[src/rtl/branch_predictor.sv]
// branch_predictor: direct-mapped branch target buffer with a 2-bit
// saturating counter per entry. Lookup is combinational from PCF; training
// happens at the clock edge from the resolved branch in execute.
module branch_predictor #(
    parameter int INDEX_BITS = 4,
    parameter int TAG_BITS   = 26
) (
    input  logic        clk,
    input  logic        reset,
    input  logic [31:0] PCF,
    input  logic [31:0] PCE,
    input  logic [31:0] PCTargetE,
    input  logic        BranchE,
    input  logic        TakenE,
    output logic        PredTakenF,
    output logic [31:0] PredPCTargetF,
    output logic        HitF
);

    localparam int ENTRIES = 1 << INDEX_BITS;

    // Word-aligned PCs: the low two bits never take part in index or tag.
    logic [INDEX_BITS-1:0] idx_f;
    logic [INDEX_BITS-1:0] idx_e;
    logic [TAG_BITS-1:0]   tag_f;
    logic [TAG_BITS-1:0]   tag_e;
    logic                  unused_pc_low;

    assign idx_f         = PCF[INDEX_BITS+1:2];
    assign idx_e         = PCE[INDEX_BITS+1:2];
    assign tag_f         = PCF[31:32-TAG_BITS];
    assign tag_e         = PCE[31:32-TAG_BITS];
    assign unused_pc_low = ^{PCF[1:0], PCE[1:0]};

    // Flattened views of every entry, used by the lookup mux.
    logic [ENTRIES-1:0]               valid_vec;
    logic [ENTRIES-1:0][1:0]          ctr_vec;
    logic [ENTRIES-1:0][TAG_BITS-1:0] tag_vec;
    logic [ENTRIES-1:0][31:0]         target_vec;

    generate
        for (genvar gi = 0; gi < ENTRIES; gi++) begin : g_entry
            logic                valid_q,  valid_d;
            logic [1:0]          ctr_q,    ctr_d;
            logic [TAG_BITS-1:0] tag_q,    tag_d;
            logic [31:0]         target_q, target_d;
            logic                wr_en;
            logic                hit_e;

            assign wr_en = BranchE && (idx_e == INDEX_BITS'(gi));
            assign hit_e = valid_q && (tag_q == tag_e);

            // Next-state for this entry: allocate on miss, train counter on hit.
            always_comb begin
                valid_d  = valid_q;
                ctr_d    = ctr_q;
                tag_d    = tag_q;
                target_d = target_q;
                if (wr_en) begin
                    if (!hit_e) begin
                        valid_d  = 1'b1;
                        tag_d    = tag_e;
                        target_d = PCTargetE;
                        ctr_d    = TakenE ? 2'b10 : 2'b01;
                    end else if (TakenE) begin
                        ctr_d    = (ctr_q == 2'b11) ? 2'b11 : ctr_q + 2'd1;
                        target_d = PCTargetE;
                    end else begin
                        ctr_d    = (ctr_q == 2'b00) ? 2'b00 : ctr_q - 2'd1;
                    end
                end
            end

            // Valid/counter registers; reset wins over any pending update.
            always_ff @(posedge clk) begin
                if (!reset) begin
                    valid_q <= 1'b0;
                    ctr_q   <= 2'b01;
                end else begin
                    valid_q <= valid_d;
                    ctr_q   <= ctr_d;
                end
            end

            // Tag/target payload is never cleared; the valid bit guards it.
            always_ff @(posedge clk) begin
                if (reset) begin
                    tag_q    <= tag_d;
                    target_q <= target_d;
                end
            end

            assign valid_vec[gi]  = valid_q;
            assign ctr_vec[gi]    = ctr_q;
            assign tag_vec[gi]    = tag_q;
            assign target_vec[gi] = target_q;
        end
    endgenerate

    // Zero-latency lookup; sees pre-update state when indices collide.
    always_comb begin
        HitF          = valid_vec[idx_f] && (tag_vec[idx_f] == tag_f);
        PredTakenF    = HitF && ctr_vec[idx_f][1];
        PredPCTargetF = HitF ? target_vec[idx_f] : 32'h0;
    end

endmodule

[config.mk]
export PLATFORM = sky130hd
export DESIGN_NAME = branch_predictor
export DESIGN_NICKNAME = d
export VERILOG_FILES = /design/src/rtl/branch_predictor.sv
export SDC_FILE = /design/constraint.sdc
export NUM_CORES = 1
export LEC_CHECK = 0
export BUFFER_PORTS_ARGS = -buffer_cell sky130_fd_sc_hd__buf_2
export CORE_MARGIN = 3
export CORE_UTILIZATION = 37
export CTS_BUF_LIST = sky130_fd_sc_hd__clkbuf_8
export DETAILED_ROUTE_END_ITERATION = 10
export GPL_ROUTABILITY_DRIVEN = 0
export HOLD_SLACK_MARGIN = 0.06
export PLACE_DENSITY_LB_ADDON = 0.3
export SLEW_MARGIN = 40
export SYNTH_ARGS = -nofsm -noshare
export SYNTH_HDL_FRONTEND = slang
export SYNTH_SLANG_ARGS = --single-unit
[constraint.sdc]
create_clock -name clk -period 4.6 [get_ports clk]
set_clock_uncertainty 0.15 [all_clocks]
set_input_delay 0.46 -clock clk [delete_from_list [all_inputs] [get_ports clk]]
set_output_delay 0.46 -clock clk [all_outputs]
set_load 0.1 [all_outputs]
==> results summary <==
The flow ran to the end, but the final reports show violations. The checks that failed: negative setup slack. The classification of the worst-slack hold path is in2reg. The post-synth net total is 2,695. The vias after detailed routing is about 27,000. STA classifies the critical path endpoint as an output port. The met3 global-route usage came out at 5.05%. The pre-antenna-repair detailed-routing pass consisted of 6 iterations. The met2 track demand over resource came out at between 30% and 40%. The worst slack at placement came out at 0.0374 ns. The share of synthesized flip-flops with an asynchronous set or reset is 0%.

The number of primary I/O pins came out at 134. Of the total synthesized cell area, the portion taken by AND, OR, NAND and NOR gates is 6.05%. After synthesis the cells add up to 44,300 um^2. The detailed-placement wirelength estimate came out at 86.7 mm. The post-synthesis sequential area ratio is 65.0%. The number of flops mapped to enable cells by yosys came out at just over 900. Timing would allow up to 0.216 GHz. The CTS tree is done. STA classifies the critical path startpoint as a register. The total of endpoints with negative setup slack in the final report came out at 4. Total power for the finished layout comes to 18.7 mW.

The floorplan step set the die height to 352 um. Once detail routing completed, the nets flagged for antenna violations numbered 0. The area overhead of the layout relative to synthesis came out at 19.7%. The floorplan die area is 124,000 um^2. After clock tree synthesis, the clock-pin slew on the worst setup and hold paths is 0.06 ns. The fill cell instance count of the final layout is 10,400. The maximum number of pins on one net before global-route repair is about 130.

The final worst-path cycle share came out at 101%. After Yosys synthesis, full adders, half adders and majority gates account for 0% of the synthesized area. The per-cell via count in the routed design is 5.67. The total detailed-routing wirelength is 138 mm. The time the final worst path needs with I/O delays and setup is 4.63 ns.

The placed instance area is 48,300 um^2. The core region is 119,000 um^2. The part of the total power dissipated in sequential elements came out at 52.8%. The clock sink count is 976. The number of maximum-capacitance violations is 0.

For this run, the total global-route usage over all layers was measured as 21.8%. The total non-filler cell area in the finished layout came out at ~53,000 um^2. The synthesized instance count came out at roughly 2,600. Summing all flip-flop and latch instances after layout gives 28,800 um^2.

The net switching power figure is 4.63 mW. The post-detailed-route DRC marker count is 0. The number of failing hold endpoints at the final stage is 0. The worst-path maximum fanout came out at 7. The category of the critical setup timing path is reg2out.

The fraction of synthesized cell area in xor and xnor cells is around 8.7%. The worst supply voltage drop on vdd came out at approximately 240 uV. The fraction of power spent switching nets came out at between 20% and 30%. The via count of the first global-routing pass is 27,100. The leakage power of the design came out at roughly 17 nW.

During synthesis, Yosys emitted a total of 0 warnings. The multi-input combinational cell area came out at 15,300 um^2. Once routing completed, OpenROAD measured the worst setup slack at -0.0327 ns. The data required time of the critical path came out at around 4 ns. The layer with the highest usage is met2.

The latest clock arrival within the worst-skew pair is 0.87 ns. Of the cells placed in the final design, the portion with a size suffix greater than 1 is 29.8%. The number of antenna violations at the first check in global routing came out at 6. The first global-routing pass estimated between 150 and 200 mm of wire. Leaving out fill and tap cells, the most frequent cell in the layout is sky130_fd_sc_hd__edfxtp_1.

The proportion of synthesized area in mux cells is between 10% and 20%. Setup repair after global routing could not meet its margin everywhere. By area, the combinational part of the netlist is dominated by multiplexers. The ratio of total power to cell area came out at 353 nW/um^2. Leaving out fill and tap cells, the most frequent cells in the layout are sky130_fd_sc_hd__edfxtp_1, sky130_fd_sc_hd__xnor2_1, sky130_fd_sc_hd__mux4_2, sky130_fd_sc_hd__buf_4, sky130_fd_sc_hd__clkbuf_8.

The internal portion of total power is 14.1 mW. The clock share of power came out at 38.5%. In the synthesized netlist the dominant register cell turns out to be sky130_fd_sc_hd__edfxtp_1. Counting the buffers created by CTS gives 163. The routed wire length per instance is between 20 and 30 um. The library cell used as clock root buffer is sky130_fd_sc_hd__clkbuf_8. The post-synthesis cell type count is 69.

The violation count after the first detailed-routing iteration came out at 3,227. The maximum number of buffers from clock root to sink came out at 3. The per-instance average area after synthesis is 17.1 um^2.

The worst pin sits at a relative slew slack of 48.3%. The total of buffers placed on input and output ports came out at 129. The number of pins with negative max-slew slack in the final report came out at 0.

The total number of nets in the final design came out at about 3,100. Combinational cells account for 8.7% of the total power. The post-synthesis compound-gate area fraction is 3.21%.

The arrival time reported for the critical path endpoint came out at 4.02 ns. The flip-flop and latch count after synthesis is 976. The initial utilization of the core area, before any placement, comes to 37.4%. In the global route stage, met1 resource usage came out at approximately 30%. In this run the core area contains 126 standard-cell rows.

The horizontal extent of the die is 352 um. The total grt overflow came out at 0. The total number of H-tree levels came out at 4. At the pin with the least slew margin, the transition time is 0.774 ns. The worst hold-check slack is 0.341 ns.
[power groups by stage]
stage	registers [mW]	logic, mW	clock network, mW
3_3_place_gp	10.1	1.48	0
3_5_place_dp	10.1	1.50	0
6_report	9.88	1.63	7.21
2_1_floorplan	10.1	0.897	0
4_1_cts	9.88	1.59	7.36
5_1_grt	9.89	1.71	7.78
[state kept, by name (all words and copies together), names as in the netlist]
name	count
g_entry.target_q	512
g_entry.valid_q	16
g_entry.ctr_q	32
g_entry.tag_q	416
[path summary, 6_finish.rpt]
path | from | to | slack (ns) | cells after the start
max | g_entry[7].tag_q[0] | PredPCTargetF[31] | -0.03 | 11
min reg2reg | g_entry[14].ctr_q[1] | g_entry[14].ctr_q[1] | 0.36 | 2
max reg2reg | g_entry[3].tag_q[23] | g_entry[3].target_q[3] | 0.93 | 7
min | PCE[31] | g_entry[1].tag_q[25] | 0.34 | 2
[per-layer routing]
| layer | vias to the layer above | wire, um | part of all wire, % |
|---|---|---|---|
| met5 | - | 35 | 0.025 |
| met4 | 6 | 4550 | 3.3 |
| met3 | 254 | 12100 | 8.8 |
| met2 | 1318 | 64400 | 47 |
| met1 | 14100 | 56500 | 41 |
| li1 | 11200 | - | - |
[area by class of cell]
type                    count  area share, %
diodes                      5         0.0236
clock buffers             165           4.28
clock inverters           129           1.32
inverters                  12         0.0872
multi-input cells        1440           28.8
flip-flops and latches    976           54.3
well taps                1600           3.77
repair buffers            405           7.38
[synth_stat cells, types with 11 or more instances]
cell type | number | area, um^2
sky130_fd_sc_hd__o21a_1 | 19 | 143
sky130_fd_sc_hd__nand2b_1 | 15 | 93.8
sky130_fd_sc_hd__nand3_1 | 60 | 300
sky130_fd_sc_hd__o22ai_1 | 12 | 75.1
sky130_fd_sc_hd__nor4_1 | 18 | 113
sky130_fd_sc_hd__mux2i_1 | 63 | 631
sky130_fd_sc_hd__mux4_2 | 249 | 5610
sky130_fd_sc_hd__dfxtp_1 | 48 | 961
sky130_fd_sc_hd__nor2b_1 | 19 | 119
sky130_fd_sc_hd__buf_2 | 33 | 165
sky130_fd_sc_hd__or3_1 | 11 | 68.8
sky130_fd_sc_hd__nand4_1 | 102 | 638
sky130_fd_sc_hd__buf_6 | 16 | 180
sky130_fd_sc_hd__nand2_1 | 56 | 210
sky130_fd_sc_hd__buf_4 | 11 | 82.6
sky130_fd_sc_hd__xnor2_1 | 393 | 3440
sky130_fd_sc_hd__o31ai_1 | 13 | 97.6
sky130_fd_sc_hd__clkbuf_1 | 91 | 342
sky130_fd_sc_hd__xor2_1 | 46 | 403
sky130_fd_sc_hd__mux2_2 | 25 | 282
sky130_fd_sc_hd__a31oi_1 | 14 | 87.6
sky130_fd_sc_hd__a21oi_1 | 39 | 195
sky130_fd_sc_hd__o21ai_0 | 49 | 245
sky130_fd_sc_hd__edfxtp_1 | 928 | 27900
sky130_fd_sc_hd__nor4_2 | 37 | 463
sky130_fd_sc_hd__a22oi_1 | 12 | 90.1
sky130_fd_sc_hd__nor2_1 | 64 | 240
sky130_fd_sc_hd__nor3_1 | 24 | 120
[cell families (layout without fill, tap and decap cells)]
family / Yosys count / count (layout)
multiplexers: 341 / 341
buffers and inverters: 179 / 711
flip-flops: 976 / 976
AND/OR/NAND/NOR: 448 / 448
other: 0 / 5
XOR/XNOR: 439 / 439
AO/OA/AOI/OAI: 212 / 212
[per-stage QoR]
| step | setup TNS [ns] | util, % | std cells |
|---|---|---|---|
| 6_report | -0.107 | 44.8 | 4732 |
| 5_1_grt | -2.42 | 44.8 | 4730 |
| 4_1_cts | -3.99 | 44.3 | 4695 |
| 3_5_place_dp | 0 | 40.8 | 4322 |
| 3_3_place_gp | 0 | 40.8 | 4322 |
| 2_1_floorplan | -10.36 | - | 2595 |
[critical path: stages (launching register included)]
cell                       delay, ns
sky130_fd_sc_hd__edfxtp_1       0.39
sky130_fd_sc_hd__mux4_2         0.55
sky130_fd_sc_hd__mux2i_4        0.25
sky130_fd_sc_hd__nor2_1         0.07
sky130_fd_sc_hd__or3_4          0.40
sky130_fd_sc_hd__o31ai_4        0.29
sky130_fd_sc_hd__buf_12         0.21
sky130_fd_sc_hd__buf_4          0.15
sky130_fd_sc_hd__nand3_1        0.19
sky130_fd_sc_hd__nor4_4         0.31
sky130_fd_sc_hd__buf_4          0.16
sky130_fd_sc_hd__buf_12         0.16
[timing repair]
item | 4_1_cts | 5_1_grt
gates cloned | 5 | 6
setup buffers | 7 | 25
resized for setup | 49 | 32
hold endpoints to repair | 793 | 0
pin swaps | 13 | 34
hold buffers | 67 | 0
setup endpoints to repair | 34 | 34
(Power assumes the default switching activity.)
